--- config.mk ---
export PLATFORM = sky130hd
export DESIGN_NAME = steuerung_erweitert
export DESIGN_NICKNAME = d
export VERILOG_FILES = /design/src/rtl/steuerung_erweitert.sv
export SDC_FILE = /design/constraint.sdc
export NUM_CORES = 1
export LEC_CHECK = 0
export CORE_ASPECT_RATIO = 1.75
export CORE_MARGIN = 4
export CORE_UTILIZATION = 50
export CTS_BUF_LIST = sky130_fd_sc_hd__clkbuf_4 sky130_fd_sc_hd__clkbuf_8
export CTS_CLUSTER_SIZE = 24
export DETAILED_ROUTE_END_ITERATION = 6
export PLACE_DENSITY = 0.81
export SYNTH_ARGS = -nofsm -noshare
export SYNTH_HDL_FRONTEND = slang
export SYNTH_SLANG_ARGS = --single-unit
export TNS_END_PERCENT = 5
--- constraint.sdc ---
create_clock -name Clock -period 2.3 [get_ports Clock]
set_input_delay 0.23 -clock Clock [delete_from_list [all_inputs] [get_ports Clock]]
set_output_delay 0.23 -clock Clock [all_outputs]
set_load 0.05 [all_outputs]
--- src/rtl/steuerung_erweitert.sv ---
// Multi-cycle control FSM for the Hans core. It sequences fetch, decode, ALU,
// the writeback variants and the PC update. On top of that it provides
// wait-state timeouts that trap, a maskable interrupt taken at instruction
// boundaries, a halt state, and cycle/instruction performance counters.
module steuerung_erweitert #(
    parameter int TIMEOUT = 16,
    parameter int CNT_W   = 32
) (
    input  logic             Clock,
    input  logic             ResetN,
    input  logic             BefehlGeladen,
    input  logic             LoadBefehl,
    input  logic             StoreBefehl,
    input  logic             JALBefehl,
    input  logic             UnbedingterSprungBefehl,
    input  logic             BedingterSprungBefehl,
    input  logic             Bedingung,
    input  logic             HaltBefehl,
    input  logic             ALUFertig,
    input  logic             DatenGeladen,
    input  logic             DatenGespeichert,
    input  logic             Interrupt,
    input  logic             InterruptEnable,
    output logic             LoadBefehlSignal,
    output logic             DekodierSignal,
    output logic             ALUStartSignal,
    output logic             RegisterSchreibSignal,
    output logic             LoadDatenSignal,
    output logic             StoreDatenSignal,
    output logic             PCSignal,
    output logic             PCSprungSignal,
    output logic             TrapSignal,
    output logic [1:0]       TrapUrsache,
    output logic             Angehalten,
    output logic [CNT_W-1:0] TaktZaehler,
    output logic [CNT_W-1:0] BefehlZaehler
);

    typedef enum logic [3:0] {
        FETCH, DECODE, ALU_START, ALU_WAIT, WB_JUMP,
        WB_STORE, WB_LOAD, WB_DEFAULT, TRAP, HALT
    } zustandT;

    // Wide enough to hold TIMEOUT-1, the last cycle before a wait state expires.
    localparam int WAIT_W = (TIMEOUT > 1) ? $clog2(TIMEOUT) : 1;

    zustandT           zustand;
    zustandT           zustandNext;
    zustandT           wbZiel;
    zustandT           grenzeZiel;
    logic [1:0]        ursacheNext;
    logic [1:0]        grenzeUrsache;
    logic [WAIT_W-1:0] waitCnt;
    logic              timeoutHit;
    logic              irqAnfrage;

    // Expiry happens in the TIMEOUT-th consecutive cycle of a wait state;
    // a completion in that same cycle is checked first and therefore wins.
    assign timeoutHit = (TIMEOUT > 0) && (waitCnt == WAIT_W'(TIMEOUT - 1));
    assign irqAnfrage = Interrupt & InterruptEnable;

    // Writeback selection once the ALU is done: jump > store > load > default.
    always_comb begin
        wbZiel = WB_DEFAULT;
        if (UnbedingterSprungBefehl | BedingterSprungBefehl) begin
            wbZiel = WB_JUMP;
        end else if (StoreBefehl) begin
            wbZiel = WB_STORE;
        end else if (LoadBefehl) begin
            wbZiel = WB_LOAD;
        end
    end

    // Instruction boundary: a pending enabled interrupt diverts to TRAP.
    always_comb begin
        grenzeZiel    = FETCH;
        grenzeUrsache = TrapUrsache;
        if (irqAnfrage) begin
            grenzeZiel    = TRAP;
            grenzeUrsache = 2'd3;
        end
    end

    // Next-state logic; the trap cause is computed only for transitions into TRAP.
    always_comb begin
        zustandNext = zustand;
        ursacheNext = TrapUrsache;
        unique case (zustand)
            FETCH: begin
                if (BefehlGeladen) begin
                    zustandNext = DECODE;
                end else if (timeoutHit) begin
                    zustandNext = TRAP;
                    ursacheNext = 2'd0;
                end
            end
            DECODE:    zustandNext = HaltBefehl ? HALT : ALU_START;
            ALU_START: zustandNext = ALUFertig ? wbZiel : ALU_WAIT;
            ALU_WAIT: begin
                if (ALUFertig) begin
                    zustandNext = wbZiel;
                end else if (timeoutHit) begin
                    zustandNext = TRAP;
                    ursacheNext = 2'd1;
                end
            end
            WB_JUMP, WB_DEFAULT: begin
                zustandNext = grenzeZiel;
                ursacheNext = grenzeUrsache;
            end
            WB_STORE, WB_LOAD: begin
                if ((zustand == WB_STORE) ? DatenGespeichert : DatenGeladen) begin
                    zustandNext = grenzeZiel;
                    ursacheNext = grenzeUrsache;
                end else if (timeoutHit) begin
                    zustandNext = TRAP;
                    ursacheNext = 2'd2;
                end
            end
            TRAP:    zustandNext = FETCH;
            HALT:    zustandNext = HALT;
            default: zustandNext = FETCH;
        endcase
    end

    // State register and latched trap cause.
    always_ff @(posedge Clock or negedge ResetN) begin
        if (!ResetN) begin
            zustand     <= FETCH;
            TrapUrsache <= 2'd0;
        end else begin
            zustand     <= zustandNext;
            TrapUrsache <= ursacheNext;
        end
    end

    // Wait counter restarts on every state change, counts while the state holds.
    always_ff @(posedge Clock or negedge ResetN) begin
        if (!ResetN) begin
            waitCnt <= '0;
        end else if (zustandNext != zustand) begin
            waitCnt <= '0;
        end else begin
            waitCnt <= waitCnt + 1'b1;
        end
    end

    // Performance counters: cycles outside HALT and retired instructions.
    always_ff @(posedge Clock or negedge ResetN) begin
        if (!ResetN) begin
            TaktZaehler   <= '0;
            BefehlZaehler <= '0;
        end else begin
            if (zustand != HALT) begin
                TaktZaehler <= TaktZaehler + 1'b1;
            end
            if (PCSignal) begin
                BefehlZaehler <= BefehlZaehler + 1'b1;
            end
        end
    end

    assign LoadBefehlSignal      = (zustand == FETCH);
    assign DekodierSignal        = (zustand == DECODE);
    assign ALUStartSignal        = (zustand == ALU_START);
    assign RegisterSchreibSignal = ((zustand == ALU_START) & JALBefehl) | (zustand == WB_DEFAULT);
    assign StoreDatenSignal      = (zustand == WB_STORE);
    assign LoadDatenSignal       = (zustand == WB_LOAD);
    assign PCSignal              = (zustand == WB_JUMP) | (zustand == WB_DEFAULT)
                                 | ((zustand == WB_STORE) & DatenGespeichert)
                                 | ((zustand == WB_LOAD) & DatenGeladen);
    assign PCSprungSignal        = (zustand == WB_JUMP)
                                 & (UnbedingterSprungBefehl | (BedingterSprungBefehl & Bedingung));
    assign TrapSignal            = (zustand == TRAP);
    assign Angehalten            = (zustand == HALT);

endmodule

==> impl_metrics.env, run 1 <==
export IMPL_slew_headroom_pct=38.6
export IMPL_io_pin_count=91
export IMPL_portBuffers=90
export IMPL_yosysSeqAreaShare_pct=49.2
export IMPL_cts_root_buf="clkbuf_8"
export IMPL_n_antenna_cell=0
export IMPL_cts_setup_buffers=0
export IMPL_cp_max_fo=11
export IMPL_arrival_ns=1.92
export IMPL_totalWireLength_um=9090
export IMPL_place_area_um2=4840
export IMPL_core_area_um2=7280
export IMPL_drt_iter0_drc=211
export IMPL_stdcell_area_um2=5070
export IMPL_clock_skew_ns=0.00666
export IMPL_slowest_delay_ns=0.55
export IMPL_wire_per_inst_um=16.2
export IMPL_cts_tree="yes"
export IMPL_ant_nets=0
export IMPL_swShare_pct=39.7
export IMPL_cts_path_max_buffers=2
export IMPL_area_growth_pct=34.6
export IMPL_setup_viol=0
export IMPL_period_share_pct=93.3
export IMPL_antenna_found_initial=0
export IMPL_drt_first_pass_iters=4
export IMPL_drc=0
export IMPL_cts_resized=0
export IMPL_max_freq_mhz=466
export IMPL_h_tree_depth=3
export IMPL_p_int_w=0.00280
export IMPL_finalPower_w=0.00465
export IMPL_power_frac_comb_pct=39.8
export IMPL_required_ns=2.07
export IMPL_row_count=41
export IMPL_gp_congestion=0.996
export IMPL_pwr_share_clk_pct=24.1
export IMPL_finalMaxSlewViolations=0
export IMPL_holdBufCountCts=0
export IMPL_grt_ovfl_total=0
export IMPL_status="complete, no violations"
export IMPL_viasPerCell=5.48
export IMPL_endpoint_kind="output pin"
export IMPL_power_density_nw_per_um2=917
export IMPL_cts_sinks=74
export IMPL_grt_usage_pct=21.3
export IMPL_leakage_nw=2.21
export IMPL_grt_pass1_vias=2980
export IMPL_ys_warn_count=0
export IMPL_worst_pin_slew_ns=0.921
export IMPL_ys_ff_latch=74
export IMPL_nets=488
export IMPL_die_area_um2=9030
export IMPL_synthDistinctLibCells=46
export IMPL_multi_input_area_um2=1800
export IMPL_postSynthCellCount=369
export IMPL_critPathKind="flop to output pin"
export IMPL_cp_cell_sequence="nand2b_1 -> buf_4 -> nor4_1 -> buf_12"
export IMPL_drv_cap=0
export IMPL_die_w_um=73.6
export IMPL_fin_worst_hold_slack_ns=0.00511
export IMPL_nFillCells=572
export IMPL_num_vias=3073
export IMPL_synth_fp_nets=387
export IMPL_drive_above_1_share_pct=11.4
export IMPL_avgSynthCellArea_um2=10.2
export IMPL_syn_area_um2=3760
export IMPL_p_sw_w=0.00185
export IMPL_hold_path_class="input port to asynchronous set/reset pin"
export IMPL_clk_latency_ns=0.35
export IMPL_finish_utilization_pct=69.6
export IMPL_dp_hpwl_um=6930
export IMPL_clkTransAtPathRegs_ns=0.07
export IMPL_r2r_cells=6
export IMPL_fin_crit_ns=2.15
export IMPL_grt_max_degree=75
export IMPL_cpMaxStageDelayCell="dfrtp_1"
export IMPL_rsz0062_at_grt="false"
export IMPL_p_seq_share_pct=36.1
export IMPL_start_util_pct=51.7
export IMPL_die_h_um=123
export IMPL_fin_tns_setup_ns=0
export IMPL_grt_pass1_wl_um=14600
export IMPL_seqCellArea_um2=1850
export IMPL_vdd_drop_max_mv=0.664
export IMPL_cp_start_kind="flop"
export IMPL_final_hold_viol_count=0
export IMPL_cts_buffers=9
[power groups by stage]
stage          combinational, W  clock (W)  sequential [W]
6_report                0.00185    0.00112         0.00168
4_1_cts                 0.00186    0.00114         0.00168
5_1_grt                 0.00196    0.00122         0.00171
2_1_floorplan          0.000892          0         0.00200
3_5_place_dp            0.00186          0         0.00170
3_3_place_gp            0.00183          0         0.00170
[per-layer routing]
layer	share of wire [%]	vias up	GRT usage, %	wire [µm]
li1	-	1489	-	-
met1	40	1470	25.1	3590
met2	53	96	35.6	4830
met3	4.8	18	5.82	432
met4	2.6	0	9.41	238
met5	0	-	0	0
[flip-flops by register name, summed over array words and instances, names as in the netlist]
signal and count:
TaktZaehler 32, BefehlZaehler 32, TrapUrsache 2, zustand 4, waitCnt 4
[per-stage QoR]
step,setup WS (ns),instances
3_5_place_dp,0.190,545
5_1_grt,0.0398,561
3_3_place_gp,0.236,545
6_report,0.153,561
2_1_floorplan,-0.411,369
4_1_cts,0.126,561
[cells in the mapped netlist, drive strengths merged]
cell type  number  area (µm²)
a32oi           1        8.76
or4             2        22.5
o21ai           9        45.0
ha              3        37.5
o21bai          1        7.51
o41ai           1        8.76
nand4bb         1        11.3
xnor2          38         333
a22o            1        8.76
nand2b          7        43.8
xor2           26         228
nor3            9        61.3
a21oi           9        45.0
and4            6        52.6
o311ai          1        8.76
mux2            1        11.3
nor3b           6        67.6
a211oi          1        7.51
and2            6        37.5
o311a           1        10.0
inv            11        41.3
nand2          32         128
clkbuf          3        11.3
o31ai           2        15.0
o22ai           1        6.26
nand3          29         145
nor2b           3        18.8
dfrtp          74        1850
a22oi           1        7.51
a31oi           1        6.26
nor4b           4        35.0
buf            10        67.6
nor4            7        58.8
and3           11        68.8
o211ai          1        7.51
nor2           33         139
nand4          16         100
[path summary, 6_finish.rpt]
path / from / endpoint / slack (ns)
max in group asynchronous: ResetN / BefehlZaehler[7]$_DFFE_PN0P_ / 1.69
max: zustand[2]$_DFF_PN0_ / PCSprungSignal / 0.15
max reg2reg: zustand[1]$_DFF_PN0_ / BefehlZaehler[20]$_DFFE_PN0P_ / 0.20
min: ResetN / TaktZaehler[25]$_DFFE_PN0P_ / 0.005
min reg2reg: BefehlZaehler[31]$_DFFE_PN0P_ / BefehlZaehler[31]$_DFFE_PN0P_ / 0.47
min in group Clock: BefehlZaehler[31]$_DFFE_PN0P_ / BefehlZaehler[31]$_DFFE_PN0P_ / 0.47
[cells by family after synthesis]
logic type | count (synthesis) | synth area share, %
compound gates | 31 | 5.12
fa+ha+maj | 3 | 0.997
flops | 74 | 49.2
simple gates | 172 | 26.3
buf+inv | 24 | 3.19
mux | 1 | 0.299
xor+xnor | 64 | 14.9
[critical path, delay by kind of cell, from the launching register on]
| family | cells | cell delay [ns] |
|---|---|---|
| buffers and inverters | 2 | 0.40 |
| DFF | 1 | 0.55 |
| and+or+nand+nor | 2 | 0.62 |
[cell type report]
class	count	area share, %
Sequential cell	74	36.5
Multi-Input combinational cell	271	35.5
Timing Repair Buffer	103	20.6
Clock buffer	11	2.86
Tap cell	86	2.12
Clock inverter	5	1.53
Inverter	11	0.815
[placed cells by master, fill, tap and decap left out, types with 2 or more instances in the layout]
cell,synthesis,routed
or4_4,2,2
o21ai_0,9,9
nor3_1,7,7
nor2b_1,3,3
bufinv_16,0,2
clkdlybuf4s50_1,0,79
nor2_1,29,29
xnor2_1,38,38
nor3b_1,4,4
ha_1,3,3
buf_4,0,18
and2_1,6,6
and4_1,6,6
dfrtp_1,74,74
nor3b_4,2,2
nor2_2,3,3
a21oi_1,9,9
o31ai_1,2,2
inv_1,11,11
nand2b_1,7,7
nand2_1,31,31
nand4_1,16,16
clkbuf_8,0,10
nand3_1,29,29
clkinv_2,0,2
nor4b_1,4,4
buf_12,0,6
xor2_1,26,26
and3_1,11,11
nor4_1,6,5
Power figures use the tool's default switching activity.
==> run 2: changes to the inputs <==
Settings changed: CORE_UTILIZATION 50 to 51, PLACE_DENSITY 0.81 to 0.82.
==> run 2 against run 1 <==
Compared with the run above:
- the flow now finishes with violations (hold timing)
- non-clock buffer count decreased by 1
- register-to-register slack improved by 0.03 ns
- count of clock-buffer cells in the layout increased by 1
- global-route usage increased by 0.41 points
- critical path depth unchanged
- via count increased by 0.55%
==> impl_metrics.env, run 2 (same netlist as run 1, synthesis figures left out) <==
export IMPL_status="finished, violations left"
export IMPL_violations="hold timing"
export IMPL_ant_nets=0
export IMPL_grt_usage_pct=21.7
export IMPL_cp_max_fo=15
export IMPL_power_density_nw_per_um2=910
export IMPL_final_hold_viol_count=1
export IMPL_clock_skew_ns=0.00962
export IMPL_die_area_um2=8870
export IMPL_row_count=41
export IMPL_drv_cap=0
export IMPL_stdcell_area_um2=5030
export IMPL_setup_viol=0
export IMPL_critPathKind="flop to output pin"
export IMPL_endpoint_kind="output pin"
export IMPL_vdd_drop_max_mv=0.611
export IMPL_die_h_um=122
export IMPL_p_seq_share_pct=36.5
export IMPL_arrival_ns=1.87
export IMPL_r2r_start="zustand[1]$_DFF_PN0_"
export IMPL_drc=0
export IMPL_n_antenna_cell=0
export IMPL_die_w_um=72.9
export IMPL_antenna_found_initial=0
export IMPL_cts_sinks=74
export IMPL_period_share_pct=91.1
export IMPL_rsz0062_at_grt="false"
export IMPL_layout_commonest_cell="clkdlybuf4s50_1"
export IMPL_required_ns=2.07
export IMPL_hold_path_class="input port to asynchronous set/reset pin"
export IMPL_totalWireLength_um=9000
export IMPL_cts_path_max_buffers=2
export IMPL_wire_per_inst_um=16.1
export IMPL_num_vias=3090
export IMPL_fin_crit_ns=2.10
export IMPL_finalPower_w=0.00458
export IMPL_p_int_w=0.00273
export IMPL_holdBufCountCts=0
export IMPL_nets=487
export IMPL_slew_headroom_pct=39.1
export IMPL_cts_root_buf="clkbuf_8"
export IMPL_finish_utilization_pct=70.1
export IMPL_grt_pass1_wl_um=15000
export IMPL_pwr_share_clk_pct=22.6
export IMPL_cp_start_kind="flop"
export IMPL_cts_tree="yes"
export IMPL_worst_pin_slew_ns=0.913
export IMPL_finalMaxSlewViolations=0
export IMPL_swShare_pct=40.3
export IMPL_drive_above_1_share_pct=11.4
export IMPL_grt_ovfl_total=0
export IMPL_viasPerCell=5.52
export IMPL_power_frac_comb_pct=41.0
export IMPL_reg_largest_list="BefehlZaehler (32), TaktZaehler (32)"
export IMPL_fin_worst_hold_slack_ns=-0.000112
export IMPL_portBuffers=90
export IMPL_grt_pass1_vias=3144
export IMPL_clk_latency_ns=0.34
export IMPL_max_freq_mhz=477
export IMPL_start_util_pct=52.4
export IMPL_area_growth_pct=33.8
export IMPL_clkTransAtPathRegs_ns=0.08
export IMPL_drt_iter0_drc=172
export IMPL_gp_congestion=0.952
export IMPL_io_pin_count=91
export IMPL_mostFrequentLayoutCells="clkdlybuf4s50_1 (79), dfrtp_1 (74), xnor2_1 (38)"
export IMPL_grt_max_degree=75
export IMPL_drt_first_pass_iters=4
export IMPL_p_sw_w=0.00185
export IMPL_leakage_nw=2.19
export IMPL_cts_buffers=9
export IMPL_crit_start="zustand[1]$_DFF_PN0_"
export IMPL_place_area_um2=4820
export IMPL_core_area_um2=7180
export IMPL_dp_hpwl_um=6950
export IMPL_h_tree_depth=3
## run 2: cell types whose count changed in the layout (fill, tap and decap cells not counted), sizes merged
cell,change
clkbuf,+1
clkinv,-1
bufinv,-1
clkinvlp,+1
buf,-1
## run 2: worst max-delay path, cell delays in order, from the launching register on
cell       delay, ns
dfrtp_1         0.56
nand4bb_1       0.45
buf_4           0.27
inv_1           0.11
buf_12          0.14
## run 2: what timing repair did
item | in CTS | in global routing
setup endpoints to repair | 0 | 10
gates resized for setup | 0 | 1
setup buffers | 0 | 0
## run 2: power groups by stage
| stage | combinational [W] | sequential, W | clock, W |
|---|---|---|---|
| floorplan | 0.000892 | 0.00200 | 0 |
| global placement | 0.00187 | 0.00168 | 0 |
| detailed placement | 0.00188 | 0.00169 | 0 |
| CTS | 0.00189 | 0.00167 | 0.00106 |
| global route | 0.00200 | 0.00171 | 0.00110 |
| finish | 0.00188 | 0.00167 | 0.00103 |
## run 2: path summary, 6_finish.rpt
kind | slack, ns | to | cells past startpoint
max | 0.20 | Angehalten | 4
min | -0.0001 | TaktZaehler[27]$_DFFE_PN0P_ | 1
max reg2reg | 0.23 | waitCnt[3]$_DFF_PN0_ | 5
min reg2reg | 0.47 | TaktZaehler[31]$_DFFE_PN0P_ | 1
max in group asynchronous | 1.69 | TrapUrsache[1]$_DFFE_PN0P_ | 1
min in group Clock | 0.47 | TaktZaehler[31]$_DFFE_PN0P_ | 1
## run 2: layout make-up
class,count,area [µm²]
multi-input cells,271,1800
clock inverters,4,50.0
inverters,11,41.3
flip-flops and latches,74,1850
repair buffers,102,1030
fillers,552,2150
clock buffers,12,159
well taps,86,108
## run 2: metrics by stage
step	setup TNS, ns	cells	setup WS [ns]	hold slack [ns]
3_5_place_dp	0	544	0.199	0.422
6_report	0	560	0.204	-0.000112
5_1_grt	0	560	0.0229	0.0861
3_3_place_gp	0	544	0.227	0.415
4_1_cts	0	560	0.133	0.0431
2_1_floorplan	-1.09	369	-0.411	-0.0656
## run 2: routing by layer
layer / share of wire, % / track usage (%) / vias to the layer above
met5: 0 / 0 / -
li1: - / - / 1478
met1: 39 / 25.4 / 1508
met4: 2.6 / 9.12 / 0
met3: 4.5 / 4.29 / 16
met2: 54 / 38.0 / 88
==> run 3: changes to the inputs <==
Settings changed: CAP_MARGIN set to 5, CORE_UTILIZATION 51 to 55, DONT_BUFFER_PORTS set to 1, PLACE_DENSITY 0.82 to 0.7.
==> run 3 against run 2 <==
Compared with the run above:
- the run now ends clean
- via count is 1.9% lower
- final cell count is 5.2% lower
- critical path depth stayed put
- count of clock-buffer cells in the layout stayed put
- clock skew hardly changed
- sequential share of layout area is 3.1 points higher
- register-to-register slack hardly changed
- first-iteration DRC count is 26% lower
- die area is 6.6% lower
- flip-flop and latch count stayed put
- largest power group unchanged
==> impl_metrics.env, run 3 (same netlist as run 1, synthesis figures left out) <==
export IMPL_gp_congestion=0.857
export IMPL_r2r_cells=5
export IMPL_hold_path_class="input port to flop"
export IMPL_drt_first_pass_iters=6
export IMPL_setup_viol=0
export IMPL_arrival_ns=1.88
export IMPL_swShare_pct=40.5
export IMPL_power_frac_comb_pct=39.6
export IMPL_die_w_um=70.5
export IMPL_slowest_delay_ns=0.44
export IMPL_cp_start_kind="flop"
export IMPL_area_growth_pct=23.5
export IMPL_nFillCells=525
export IMPL_final_hold_viol_count=0
export IMPL_die_h_um=117
export IMPL_cts_root_buf="clkbuf_8"
export IMPL_num_vias=3030
export IMPL_cp_cell_sequence="buf_4 -> nand4bb_1 -> buf_4 -> clkinvlp_4"
export IMPL_p_int_w=0.00271
export IMPL_viasPerCell=5.71
export IMPL_r2r_slack_ns=0.22
export IMPL_clkTransAtPathRegs_ns=0.08
export IMPL_hold_end="zustand[3]$_DFF_PN0_"
export IMPL_mostFrequentLayoutCells="buf_4 (75), dfrtp_1 (74), xnor2_1 (38)"
export IMPL_cpMaxStageDelayCell="dfrtp_1"
export IMPL_n_antenna_cell=0
export IMPL_rsz0062_at_grt="false"
export IMPL_finalMaxSlewViolations=0
export IMPL_clk_latency_ns=0.35
export IMPL_p_sw_w=0.00185
export IMPL_holdPathStages=2
export IMPL_ant_nets=0
export IMPL_critPathKind="flop to output pin"
export IMPL_cts_sinks=74
export IMPL_slew_headroom_pct=61.6
export IMPL_cts_path_max_buffers=2
export IMPL_portBuffers=0
export IMPL_r2r_end="BefehlZaehler[30]$_DFFE_PN0P_"
export IMPL_cpMostUsedCell="buf_4"
export IMPL_fin_crit_ns=2.11
export IMPL_required_ns=2.07
export IMPL_min_from="InterruptEnable"
export IMPL_die_area_um2=8280
export IMPL_drc=0
export IMPL_drt_iter0_drc=127
export IMPL_period_share_pct=91.6
export IMPL_status="complete, no violations"
export IMPL_grt_ovfl_total=0
export IMPL_dp_hpwl_um=6620
export IMPL_core_area_um2=6590
export IMPL_grt_max_degree=75
export IMPL_max_freq_mhz=475
export IMPL_pwr_share_clk_pct=25.2
export IMPL_cts_buffers=9
export IMPL_leakage_nw=2.20
export IMPL_grt_usage_pct=22.7
export IMPL_totalWireLength_um=9000
export IMPL_setup_ws_ns=0.194
export IMPL_grt_pass1_vias=3072
export IMPL_r2r_start="zustand[1]$_DFF_PN0_"
export IMPL_reg_largest_list="BefehlZaehler (32), TaktZaehler (32)"
export IMPL_cp_max_fo=16
export IMPL_io_pin_count=91
export IMPL_finalPower_w=0.00455
export IMPL_drv_cap=0
export IMPL_nets=462
export IMPL_p_seq_share_pct=35.2
export IMPL_grt_pass1_wl_um=15100
export IMPL_worst_pin_slew_ns=0.576
export IMPL_wire_per_inst_um=16.9
export IMPL_vdd_drop_max_mv=0.858
export IMPL_endpoint_kind="output pin"
export IMPL_cts_tree="yes"
export IMPL_power_density_nw_per_um2=980
export IMPL_drive_above_1_share_pct=24.7
export IMPL_pre_cts_slack_ns=0.214
export IMPL_cts_setup_buffers=0
export IMPL_clock_skew_ns=0.00936
export IMPL_layout_commonest_cell="buf_4"
export IMPL_h_tree_depth=3
export IMPL_row_count=39
export IMPL_start_util_pct=57.1
export IMPL_antenna_found_initial=0
==> run 3: repair_timing <==
| action | CTS | global route |
|---|---|---|
| hold buffers | 2 | 0 |
| endpoints found under the setup margin | 0 | 1 |
| gates resized for setup | 0 | 1 |
| hold endpoints to repair | 74 | 0 |
==> run 3: layout make-up <==
class | count | area (µm²) | area share (%)
inverter | 11 | 45.0 | 0.969
timing repair buffer | 77 | 601 | 12.9
multi-input combinational | 271 | 1820 | 39.2
sequential | 74 | 1850 | 39.8
clock inverter | 4 | 73.8 | 1.59
tap | 82 | 103 | 2.21
clock buffer | 12 | 153 | 3.28
==> run 3: worst max path at each step <==
stage / start / endpoint
after CTS: zustand[0]$_DFF_PN0_ / Angehalten
after global routing: zustand[0]$_DFF_PN0_ / Angehalten
after floorplan: zustand[2]$_DFF_PN0_ / TrapSignal
after detailed placement: zustand[1]$_DFF_PN0_ / BefehlZaehler[30]$_DFFE_PN0P_
after global placement: zustand[1]$_DFF_PN0_ / BefehlZaehler[30]$_DFFE_PN0P_
final: zustand[0]$_DFF_PN0_ / Angehalten
==> run 3: layer usage <==
| layer | global-route usage (%) | share of wire (%) | routed length [µm] |
|---|---|---|---|
| met1 | 26.5 | 38 | 3390 |
| met3 | 6.16 | 6.8 | 609 |
| met5 | 0 | 0 | 0 |
| met2 | 39.7 | 54 | 4850 |
| met4 | 7.76 | 1.7 | 151 |
==> run 3: metrics by stage <==
step                hold WS [ns]  setup TNS (ns)  cells  area, µm²  utilization, %
detailed placement       -0.0640               0    513       4380            66.5
finish                     0.124               0    531       4650            70.5
floorplan                -0.0656           -1.09    369       3770               -
global route              0.0993               0    531       4650            70.5
CTS                       0.0942               0    531       4640            70.5
global placement         -0.0640               0    513       4380            66.5
==> run 3: power groups by stage <==
| stage | Combinational, W | Sequential, W | Clock (W) |
|---|---|---|---|
| 3_5_place_dp | 0.00176 | 0.00163 | 0 |
| 6_report | 0.00180 | 0.00160 | 0.00115 |
| 3_3_place_gp | 0.00173 | 0.00162 | 0 |
| 4_1_cts | 0.00180 | 0.00160 | 0.00117 |
| 5_1_grt | 0.00193 | 0.00162 | 0.00123 |
| 2_1_floorplan | 0.000892 | 0.00200 | 0 |
==> run 3: worst max-delay path, delay by kind of cell (launching register included) <==
family / cells / cell delay, ns
buffers and inverters: 3 / 0.74
DFF: 1 / 0.44
and+or+nand+nor: 1 / 0.34
